**src/rtl/chr_tile_fetcher.sv**
```systemverilog
// CHR pattern-row fetcher: reads the lo/hi bitplane bytes of one tile row, then shifts out eight 2-bit pixels.
// Optional feature macro: CHR_FETCH_HFLIP_EN adds an hflip input that emits the row LSB first.
module chr_tile_fetcher #(
   parameter int AW = 16,
   parameter int DW = 8
) (
   input  logic          clk,
   input  logic          reset,
   input  logic          req,
   input  logic          table_sel,
   input  logic [7:0]    tile_idx,
   input  logic [2:0]    fine_y,
`ifdef CHR_FETCH_HFLIP_EN
   input  logic          hflip,
`endif
   output logic          busy,
   output logic [AW-1:0] mem_addr,
   output logic          mem_we,
   output logic [DW-1:0] mem_wdata,
   input  logic [DW-1:0] mem_rdata,
   output logic          pix_valid,
   output logic [1:0]    pix,
   output logic          done,
   output logic [1:0]    dbg_state
);

   typedef enum logic [1:0] {
      S_IDLE  = 2'd0,
      S_RD_LO = 2'd1,
      S_RD_HI = 2'd2,
      S_SHIFT = 2'd3
   } state_t;

   state_t r_state;
   state_t w_next;

   logic          r_busy;
   logic [AW-1:0] r_addr;
   logic          r_pv;
   logic [1:0]    r_pix;
   logic          r_done;
   logic          r_table;
   logic [7:0]    r_tile;
   logic [2:0]    r_fy;
   logic [7:0]    r_lo;
   logic [7:0]    r_sh_lo;
   logic [7:0]    r_sh_hi;
   logic [2:0]    r_cnt;

   logic          w_flip;
   logic          w_last;
   logic          w_accept;
   logic          w_lat_lo;
   logic          w_load;
   logic          w_shift;
   logic          w_end;
   logic [7:0]    w_src_hi;
   logic [7:0]    w_src_lo;
   logic [1:0]    w_out_bits;
   logic [7:0]    w_nxt_hi;
   logic [7:0]    w_nxt_lo;
   logic [AW-1:0] w_lo_addr;
   logic [AW-1:0] w_hi_addr;

`ifdef CHR_FETCH_HFLIP_EN
   logic r_flip;
   assign w_flip = r_flip;
`else
   assign w_flip = 1'b0;
`endif

   assign w_last    = (r_state == S_SHIFT) && (r_cnt == 3'd7);
   assign w_lo_addr = {{(AW-13){1'b0}}, table_sel, tile_idx, 1'b0, fine_y};
   assign w_hi_addr = {{(AW-13){1'b0}}, r_table, r_tile, 1'b1, r_fy};

   // State register
   always_ff @(posedge clk or posedge reset) begin
      if (reset) r_state <= S_IDLE;
      else       r_state <= w_next;
   end

   // Next-state logic; the final SHIFT edge doubles as an accept point so held req gives a 10-cycle period
   always_comb begin
      w_next = r_state;
      case (r_state)
         S_IDLE:  if (req) w_next = S_RD_LO;
         S_RD_LO: w_next = S_RD_HI;
         S_RD_HI: w_next = S_SHIFT;
         S_SHIFT: if (r_cnt == 3'd7) w_next = req ? S_RD_LO : S_IDLE;
         default: w_next = S_IDLE;
      endcase
   end

   // Output / datapath control decode
   always_comb begin
      w_accept = req && ((r_state == S_IDLE) || w_last);
      w_lat_lo = (r_state == S_RD_LO);
      w_load   = (r_state == S_RD_HI);
      w_shift  = (r_state == S_SHIFT) && !w_last;
      w_end    = w_last && !req;
      w_src_hi = w_load ? mem_rdata[7:0] : r_sh_hi;
      w_src_lo = w_load ? r_lo : r_sh_lo;
      if (w_flip) begin
         w_out_bits = {w_src_hi[0], w_src_lo[0]};
         w_nxt_hi   = w_src_hi >> 1;
         w_nxt_lo   = w_src_lo >> 1;
      end else begin
         w_out_bits = {w_src_hi[7], w_src_lo[7]};
         w_nxt_hi   = w_src_hi << 1;
         w_nxt_lo   = w_src_lo << 1;
      end
   end

   always_ff @(posedge clk or posedge reset) begin
      if (reset) begin
         r_busy  <= 1'b0;
         r_addr  <= '0;
         r_pv    <= 1'b0;
         r_pix   <= 2'd0;
         r_done  <= 1'b0;
         r_table <= 1'b0;
         r_tile  <= 8'd0;
         r_fy    <= 3'd0;
         r_lo    <= 8'd0;
         r_sh_lo <= 8'd0;
         r_sh_hi <= 8'd0;
         r_cnt   <= 3'd0;
`ifdef CHR_FETCH_HFLIP_EN
         r_flip  <= 1'b0;
`endif
      end else if (w_accept) begin
         r_table <= table_sel;
         r_tile  <= tile_idx;
         r_fy    <= fine_y;
`ifdef CHR_FETCH_HFLIP_EN
         r_flip  <= hflip;
`endif
         r_addr  <= w_lo_addr;
         r_busy  <= 1'b1;
         r_pv    <= 1'b0;
         r_pix   <= 2'd0;
         r_done  <= 1'b0;
      end else if (w_lat_lo) begin
         r_lo   <= mem_rdata[7:0];
         r_addr <= w_hi_addr;
      end else if (w_load) begin
         r_pix   <= w_out_bits;
         r_sh_hi <= w_nxt_hi;
         r_sh_lo <= w_nxt_lo;
         r_cnt   <= 3'd0;
         r_pv    <= 1'b1;
      end else if (w_shift) begin
         r_pix   <= w_out_bits;
         r_sh_hi <= w_nxt_hi;
         r_sh_lo <= w_nxt_lo;
         r_cnt   <= r_cnt + 3'd1;
         r_done  <= (r_cnt == 3'd6);
      end else if (w_end) begin
         r_busy <= 1'b0;
         r_pv   <= 1'b0;
         r_pix  <= 2'd0;
         r_done <= 1'b0;
      end
   end

   assign busy      = r_busy;
   assign mem_addr  = r_addr;
   assign mem_we    = 1'b0;
   assign mem_wdata = '0;
   assign pix_valid = r_pv;
   assign pix       = r_pix;
   assign done      = r_done;
   assign dbg_state = r_state;

endmodule

```
**config.mk**
```make
export PLATFORM = sky130hd
export DESIGN_NAME = chr_tile_fetcher
export DESIGN_NICKNAME = d
export VERILOG_FILES = /design/src/rtl/chr_tile_fetcher.sv
export SDC_FILE = /design/constraint.sdc
export NUM_CORES = 1
export LEC_CHECK = 0
export CAP_MARGIN = 20
export CORE_UTILIZATION = 40
export DETAILED_ROUTE_END_ITERATION = 16
export PLACE_DENSITY = 0.69
export SLEW_MARGIN = 40
export SYNTH_ARGS = -nofsm -noshare
export SYNTH_HDL_FRONTEND = slang
export SYNTH_SLANG_ARGS = --single-unit
```
**constraint.sdc**
```tcl
create_clock -name clk -period 2.3 [get_ports clk]
set_clock_uncertainty 0.15 [all_clocks]
set_input_delay 0.46 -clock clk [delete_from_list [all_inputs] [get_ports clk]]
set_output_delay 0.46 -clock clk [all_outputs]
set_load 0.02 [all_outputs]
```
==> results of run 1 <==
-- cells in the mapped netlist (all sizes together) (2+ instances only) --
library cell  count  area, um^2
and2              3        18.8
inv              22        82.6
nor2b             2        12.5
a22oi             2        15.0
mux2i            12         120
nand2             5        18.8
o31ai             2        15.0
nor2              5        18.8
buf              14         113
clkbuf           13        50.0
nand3            12        60.1
a21oi             3        15.0
a211oi            2        27.5
o21ai            30         150
dfrtp            57        1430
ha                8         100
a31oi             2        12.5
o32ai             3        26.3
mux2             34         413
-- sequential cells by signal (all words and copies together), names as in the netlist --
name and flops:
r_tile 8, pix 2, dbg_state 2, r_sh_hi 7, r_lo 8, busy 1
r_fy 3, r_table 1, pix_valid 1, r_cnt 3, mem_addr 13, r_sh_lo 7
done 1
-- final cells by class --
cell class | count | area (um^2) | area share
Clock buffer | 10 | 128 | 0.0368
Clock inverter | 6 | 82.6 | 0.0238
Inverter | 22 | 82.6 | 0.0238
Multi-Input combinational cell | 144 | 1120 | 0.324
Sequential cell | 57 | 1430 | 0.412
Tap cell | 77 | 96.3 | 0.0278
Timing Repair Buffer | 51 | 526 | 0.152
-- per-layer routing --
| metal | routed length [um] | up-vias |
|---|---|---|
| met1 | 2520 | 893 |
| met5 | 0 | - |
| met3 | 269 | 4 |
| met4 | 42 | 0 |
| met2 | 2330 | 52 |
| li1 | - | 888 |
-- power groups by stage --
stage	logic (mW)	registers, mW	clock network (mW)
2_1_floorplan	1.64	1.92	0
3_3_place_gp	2.47	1.78	0
3_5_place_dp	2.53	1.79	0
4_1_cts	2.54	1.78	1.02
5_1_grt	2.76	1.84	1.07
6_report	2.51	1.78	0.996
-- worst max-delay path by stage --
| stage | from | to | cells past startpoint |
|---|---|---|---|
| 2_1_floorplan | dbg_state[0]$_DFFE_PP0P_ | r_cnt[0]$_DFFE_PP0P_ | 7 |
| 3_5_place_dp | req | r_sh_hi[6]$_DFFE_PP0P_ | 5 |
| 5_1_grt | dbg_state[0]$_DFFE_PP0P_ | r_sh_lo[5]$_DFFE_PP0P_ | 6 |
| 4_1_cts | dbg_state[0]$_DFFE_PP0P_ | r_sh_hi[6]$_DFFE_PP0P_ | 6 |
| 3_3_place_gp | req | r_sh_lo[2]$_DFFE_PP0P_ | 5 |
| 6_report | dbg_state[1]$_DFFE_PP0P_ | r_sh_hi[6]$_DFFE_PP0P_ | 6 |
-- worst min-delay path: stages --
cell             delay, ps
clkdlybuf4s50_1        410
inv_2                   70
buf_12                 280
-- cell families after synthesis --
| kind of cell | count (synthesis) | synth area share |
|---|---|---|
| multiplexers | 46 | 0.194 |
| AND/OR/NAND/NOR | 29 | 0.0518 |
| AO/OA/AOI/OAI | 49 | 0.110 |
| flip-flops | 57 | 0.518 |
| other | 1 | 0.00136 |
| adder cells (fa/ha/maj) | 8 | 0.0363 |
| buffers and inverters | 49 | 0.0890 |
-- per-stage QoR --
| stage | std cells | util | hold slack [ps] | worst slack [ps] |
|---|---|---|---|---|
| global placement | 351 | 0.501 | 322 | 109 |
| CTS | 367 | 0.533 | 341 | 219 |
| global route | 367 | 0.533 | 367 | 110 |
| floorplan | 250 | - | 319 | 25.1 |
| finish | 367 | 0.533 | 348 | 229 |
| detailed placement | 351 | 0.501 | 343 | 94.8 |
==> flow_summary.ini, run 1 <==
[critical_path]
path_class = reg -> reg
r2r_start = dbg_state[1]$_DFFE_PP0P_
critPathRequiredTime_ps = 2360
max_stage_delay_ps = 430
r2r-end = r_sh_hi[6]$_DFFE_PP0P_
path_max_fanout = 17
crit_family = compound AO/OA/AOI/OAI gates
endpoint_kind = flop
path_cells = inv_1, ha_1, o2bb2ai_1, a211oi_4, buf_12, mux2_2
slowest_stage = dfrtp_1
r2r_slack_ps = 230
crit_buf_inv = 2
worstPathArrival_ps = 2130
r2r_cells = 6
start_kind = flop

[die]
placementRows = 29
start_util = 0.424
io_pins = 55
coreArea_um2 = 6490
dieHeight_um = 85.0
dieArea_um2 = 7220
fp.dieW_um = 85.0

[power_and_ir_drop]
powerDensity_nw_per_um2 = 1530
design_power_total_mw = 5.28
intPower_mw = 3.44
clockPowerShare = 0.188
p_switching_mw = 1.84
pwr-share-comb = 0.475
peakVddDrop_mv = 0.766
sw_frac_of_total = 0.349
pwr-share-seq = 0.337
p_leak_nw = 1.55

[route]
ant_nets = 0
via_per_inst = 5.01
drt-initial-drc-count = 119
vias = 1837
wl_um = 5170
drcViolationCount = 8
drt-wirelength-per-cell_um = 14.1
first_pass_iters = 11

[yosys]
async_flop_share = 1.00
synth.distinct_cells = 31
syn_inst = 239
synth_ff_type = dfrtp_1
ys_seq_elements = 57
synth_edf_count = 0
synthesis.area_um2 = 2750
yosys_warnings = 0
syn_avg_cell_area_um2 = 11.5
synth_seq_area_share = 0.518

[grt]
grt_pass1_wl_um = 8980
met2_usage = 0.239
gr-total-overflow = 0
antenna_found_initial = 0
use_met1 = 0.223
grt_max_degree = 58
grtUsageTotal = 0.162
grt_busiest_layer = met2
grt_pass1_vias = 1799
grtUsageMet3 = 0.0516

[timing]
finalSetupViolations = 0
hold_viol = 0
tns_ps = 0
drv_slew = 0
fmax_ghz = 0.483
fin_crit_sh = 0.901
rsz0062_at_grt = no
fin_crit_ps = 2070

[cells_and_area]
nets = 316
area_delta_synth_final_pct = 25.8
final_common_cell = dfrtp_1
final_area_um2 = 3460
fill_cells = 570
layout-drive-gt1-share = 0.207
antenna_cells = 0
mostFrequentLayoutCells = dfrtp_1 (57), clkdlybuf4s50_1 (42), o21ai_0 (30)

[place]
gp_congestion = 0.811
placed_area_um2 = 3250
io_buffers = 42
hpwlAfterDp_um = 3430

[clocking]
hold_buffers = 0
clockRootBuffer = clkbuf_8
worstSkewPairLatency_ps = 330
post_cts_buffers = 0
cts_buffers = 9
ctsLongestPathBuffers = 2
cts_resized = 0
htree_levels = 3
cts_tree = yes
clk_pin_slew_ps = 70
clock_sinks = 57

[status]
status = complete, but fails checks
violations = DRC

[hold_path]
min_path_type = in -> async

[job]
max-cap-violations = 0
(Power assumes the default switching activity.)
==> run 2: changes to the inputs <==
Settings changed: CTS_BUF_LIST from default to sky130_fd_sc_hd__clkbuf_16.
==> flow_summary.ini, run 2 (same netlist as run 1, synthesis figures left out) <==
[critical_path]
critPathRequiredTime_ps = 2350
r2r_start = dbg_state[1]$_DFFE_PP0P_
r2r_cells = 6
r2r-end = r_sh_hi[6]$_DFFE_PP0P_
path_max_fanout = 17
r2r_slack_ps = 230
endpoint_kind = flop
path_cells = inv_1, ha_1, o2bb2ai_1, a211oi_4, buf_12, mux2_2
worstPathArrival_ps = 2120
path_class = reg -> reg
start_kind = flop
slowest_stage = dfrtp_1
max_stage_delay_ps = 430

[power_and_ir_drop]
intPower_mw = 3.78
powerDensity_nw_per_um2 = 1590
pwr-share-seq = 0.314
pwr-share-comb = 0.443
clockPowerShare = 0.243
peakVddDrop_mv = 0.821
p_leak_nw = 1.60
p_switching_mw = 1.89
sw_frac_of_total = 0.333

[clocking]
worstSkewPairLatency_ps = 320
post_cts_buffers = 0
hold_buffers = 0
cts_buffers = 9
clockRootBuffer = clkbuf_16
clk_pin_slew_ps = 50
clock_sinks = 57
cts_resized = 0
cts_tree = yes
ctsLongestPathBuffers = 2
htree_levels = 3

[timing]
tns_ps = 0
finalSetupViolations = 0
fmax_ghz = 0.483
rsz0062_at_grt = no
drv_slew = 0
fin_crit_sh = 0.900
fin_crit_ps = 2070
fin_ws_ps = 231
hold_viol = 0

[place]
io_buffers = 42
hpwlAfterDp_um = 3430
place_inst = 351
dpl_worst_slack_ps = 94.8
gp_congestion = 0.811
placed_area_um2 = 3250

[route]
first_pass_iters = 10
drt-wirelength-per-cell_um = 14.1
ant_nets = 0
drt-initial-drc-count = 108
drcViolationCount = 8
via_per_inst = 5.05
wl_um = 5190
vias = 1854

[die]
coreArea_um2 = 6490
dieHeight_um = 85.0
dieArea_um2 = 7220
fp.dieW_um = 85.0
io_pins = 55
placementRows = 29
start_util = 0.424

[job]
max-cap-violations = 0

[grt]
antenna_found_initial = 0
gr-total-overflow = 0
grt_pass1_wl_um = 9110
grtUsageTotal = 0.164
grt_max_degree = 58
grt_pass1_vias = 1813

[cells_and_area]
largest_reg_flops = 13
multi_input_area_um2 = 1120
area_delta_synth_final_pct = 29.5
fill_cells = 549
layout-drive-gt1-share = 0.207
instances_no_fill = 367
ff_latch_area_um2 = 1430
final_area_um2 = 3570
mostFrequentLayoutCells = dfrtp_1 (57), clkdlybuf4s50_1 (42), o21ai_0 (30)
antenna_cells = 0
final_common_cell = dfrtp_1
nets = 316

[hold_path]
min-delay-start = r_sh_lo[5]$_DFFE_PP0P_
worstHoldEndpoint = r_sh_lo[5]$_DFFE_PP0P_
whs_path_depth = 1
min_path_type = reg -> reg

[status]
status = complete, but fails checks
violations = DRC
==> run 2: cell types whose count changed in the layout (fill, tap and decap cells not counted), sizes merged <==
cell | previous run | this run
inv | 22 | 23
clkbuf | 10 | 9
==> run 2: final cells by class <==
class | count | share of cell area
well taps | 77 | 0.0270
inverters | 22 | 0.0232
clock buffers | 9 | 0.0632
clock inverters | 7 | 0.0242
flip-flops and latches | 57 | 0.400
repair buffers | 51 | 0.147
multi-input cells | 144 | 0.315
==> run 2: how the worst max path moves through the flow <==
stage | from | endpoint | slack (ps) | cells past startpoint
6_report | dbg_state[1]$_DFFE_PP0P_ | r_sh_hi[6]$_DFFE_PP0P_ | 230 | 6
3_5_place_dp | req | r_sh_hi[6]$_DFFE_PP0P_ | 90 | 5
4_1_cts | dbg_state[0]$_DFFE_PP0P_ | r_sh_hi[6]$_DFFE_PP0P_ | 220 | 6
2_1_floorplan | dbg_state[0]$_DFFE_PP0P_ | r_cnt[0]$_DFFE_PP0P_ | 30 | 7
5_1_grt | dbg_state[0]$_DFFE_PP0P_ | r_sh_lo[5]$_DFFE_PP0P_ | 110 | 6
3_3_place_gp | req | r_sh_lo[2]$_DFFE_PP0P_ | 110 | 5
==> run 2: power groups by stage <==
stage / Combinational (mW) / Clock, mW / Sequential (mW)
final: 2.51 / 1.38 / 1.78
after global routing: 2.76 / 1.46 / 1.84
after CTS: 2.54 / 1.40 / 1.78
after detailed placement: 2.53 / 0 / 1.79
after global placement: 2.47 / 0 / 1.78
after floorplan: 1.64 / 0 / 1.92
==> run 2: stage by stage <==
step	power, mW	util	hold WS (ps)
finish	5.67	0.549	350
global route	6.06	0.549	369
CTS	5.73	0.549	355
global placement	4.24	0.501	322
floorplan	3.56	-	319
detailed placement	4.32	0.501	343
==> run 2: worst max-delay path, delay by kind of cell, from the launching register on <==
kind,cells,cell delay [ps]
compound gates,2,450
flops,1,430
mux,1,340
buf+inv,2,300
fa+ha+maj,1,260
==> run 2: metal layers <==
metal	global-route usage	up-vias	routed length, um
met5	0	-	0
met3	0.0603	10	306
met1	0.226	891	2510
met4	0.0555	0	68
li1	-	894	-
met2	0.240	59	2310
==> patch: new RTL, config.mk and constraints of run 2 <==
Set the parameter `DW` to 10 (it was 8).
--- a/src/rtl/chr_tile_fetcher.sv
+++ b/src/rtl/chr_tile_fetcher.sv
@@ -2,7 +2,7 @@
 // Optional feature macro: CHR_FETCH_HFLIP_EN adds an hflip input that emits the row LSB first.
 module chr_tile_fetcher #(
    parameter int AW = 16,
-   parameter int DW = 8
+   parameter int DW = 10
 ) (
    input  logic          clk,
    input  logic          reset,
Interface: changed (resized mem_rdata and mem_wdata); port bits go from 55 to 59. The function was not compared with the original's and may differ.
==> patch against run 2 <==
Die area increased by 0.53%. Area after synthesis up 0.55%. Cell count unchanged. Worst setup slack worse by 0.045 ns. Total power decreased by 4.5%. Clock power shrank 18%. Sequential cell count is the same. Maximum frequency is 2.1% lower. First-iteration DRC count down 39%. Routed wire length rose by 1.2%. Final area is 1.8% lower. Largest cell class unchanged.
==> patch: results (changes against run 2) <==
Critical Path AT: 2.16 ns (was 2.12 ns)
Max VDD drop: 0.710 mV (was 0.821 mV)
CP endpoint: r_sh_lo[4] (was r_sh_hi[6])
status: finished clean (was finished, violations left)
Worst-path clk slew: 0.05 ns (about the same)
deepest clock path buffer count: 2 (unchanged)
Leak Pwr: 0.00158 µW (was 0.00160 µW)
critical path launch point: dbg_state[1] (unchanged)
number of global-route vias before repair: 1924 (was 1813)
Seq/Total Area, Yosys: 51.5% (was 51.8%)
Top Layer Used: met4 (unchanged)
setup repair bufs after CTS: 0 (unchanged)
HPWL Detailed: 3.36 mm (was 3.43 mm)
DR iter-0 viols: 66 (was 108)
# resized after CTS: 0 (unchanged)
gpl congestion: 0.727 (was 0.811)
WL/cell: 14.3 µm (was 14.1 µm)
share of cells above drive strength 1: 19.0% (was 20.7%)
Max Fanout on Critical Path: 17 (unchanged)
global-route wire length before repair: 8.93 mm (was 9.11 mm)
Vias: 1839 (was 1854)
Placed Cells: 351 (unchanged)
Cells after Synth: 241 (was 239)
routed metal-1 wire length: 2.50 mm (was 2.51 mm)
met2 WL: 2.46 mm (was 2.31 mm)
H-tree Lvls: 3 (unchanged)
most frequent cells after synthesis: 57 x dfrtp_1, 30 x o21ai_0, 26 x mux2_2 (unchanged)
CTS Root Cell: clkbuf_16 (unchanged)
all-layer global routing usage: 16.0% (was 16.4%)
r2r setup slk: 0.19 ns (was 0.23 ns)
Pre-antenna DRT Iters: 4 (was 10)
final wirelength: 5.26 mm (was 5.19 mm)
P_int: 3520 µW (was 3780 µW)
distinct cell type count after synthesis: 31 (unchanged)
r2r endpoint: r_sh_lo[4] (was r_sh_hi[6])
hold crit path type: input port to async pin (was flip-flop to flip-flop)
DR WL met3: 259 µm (was 306 µm)
asr flop ratio synth: 100% (unchanged)
nets: 318 (was 316)
synth top area cells: dfrtp_1 52%, mux2_2 11%, o21ai_0 5.4% (was dfrtp_1 52%, mux2_2 11%, o21ai_0 5.5%)
CP Launch Type: flip-flop (unchanged)
-- patch: power by group through the flow --
stage / Combinational [µW] / Clock, µW / Sequential [µW]
after detailed placement: 2510 / 0 / 1790
after global placement: 2450 / 0 / 1770
after global routing: 2760 / 1200 / 1840
after CTS: 2540 / 1160 / 1780
final: 2510 / 1130 / 1780
after floorplan: 1640 / 0 / 1920
-- patch: per-layer routing --
| metal | GRT usage [%] | up-vias |
|---|---|---|
| met2 | 25.7 | 50 |
| met1 | 20.0 | 890 |
| met4 | 4.78 | 0 |
| li1 | - | 896 |
| met5 | 0 | - |
| met3 | 6.42 | 3 |
-- patch: stage by stage --
step	hold slack (ns)	power (µW)	cell area (µm²)	setup slack (ns)	utilization, %
floorplan	0.319	3560	2820	0.0251	-
global placement	0.323	4220	3250	0.0844	49.7
detailed placement	0.338	4310	3250	0.0655	49.7
CTS	0.349	5480	3500	0.188	53.6
global route	0.367	5800	3500	0.103	53.6
finish	0.345	5410	3500	0.186	53.6
-- patch: worst max-delay path: stages (launching register included) --
cell       delay, ns
dfrtp_1         0.44
inv_1           0.12
ha_1            0.27
o2bb2ai_1       0.19
a211oi_4        0.27
buf_12          0.20
mux2_2          0.35
-- patch: how the worst min path moves through the flow --
stage	from	to	slack, ns	cells after the start
6_report	reset	r_sh_hi[4]	0.35	3
5_1_grt	r_lo[6]	r_lo[6]	0.37	1
2_1_floorplan	r_sh_hi[1]	r_sh_hi[1]	0.32	2
4_1_cts	r_lo[7]	r_lo[7]	0.35	1
3_5_place_dp	r_lo[7]	r_lo[7]	0.34	1
3_3_place_gp	mem_addr[3]	mem_addr[3]	0.32	2
-- patch: layout make-up --
type | count | area, µm²
well taps | 77 | 96.3
fillers | 575 | 3030
clock inverters | 7 | 30.0
multi-input cells | 146 | 1130
repair buffers | 49 | 510
flip-flops and latches | 57 | 1430
inverters | 22 | 82.6
clock buffers | 9 | 225
-- patch: kinds of logic (layout without fill, tap and decap cells) --
logic type,Yosys count,count (layout),synth area share (%)
AO/OA/AOI/OAI,49,49,10.9
adder cells (fa/ha/maj),8,8,3.62
buffers and inverters,51,87,9.40
flip-flops,57,57,51.5
multiplexers,46,46,19.3
other,1,14,0.135
AND/OR/NAND/NOR,29,29,5.15
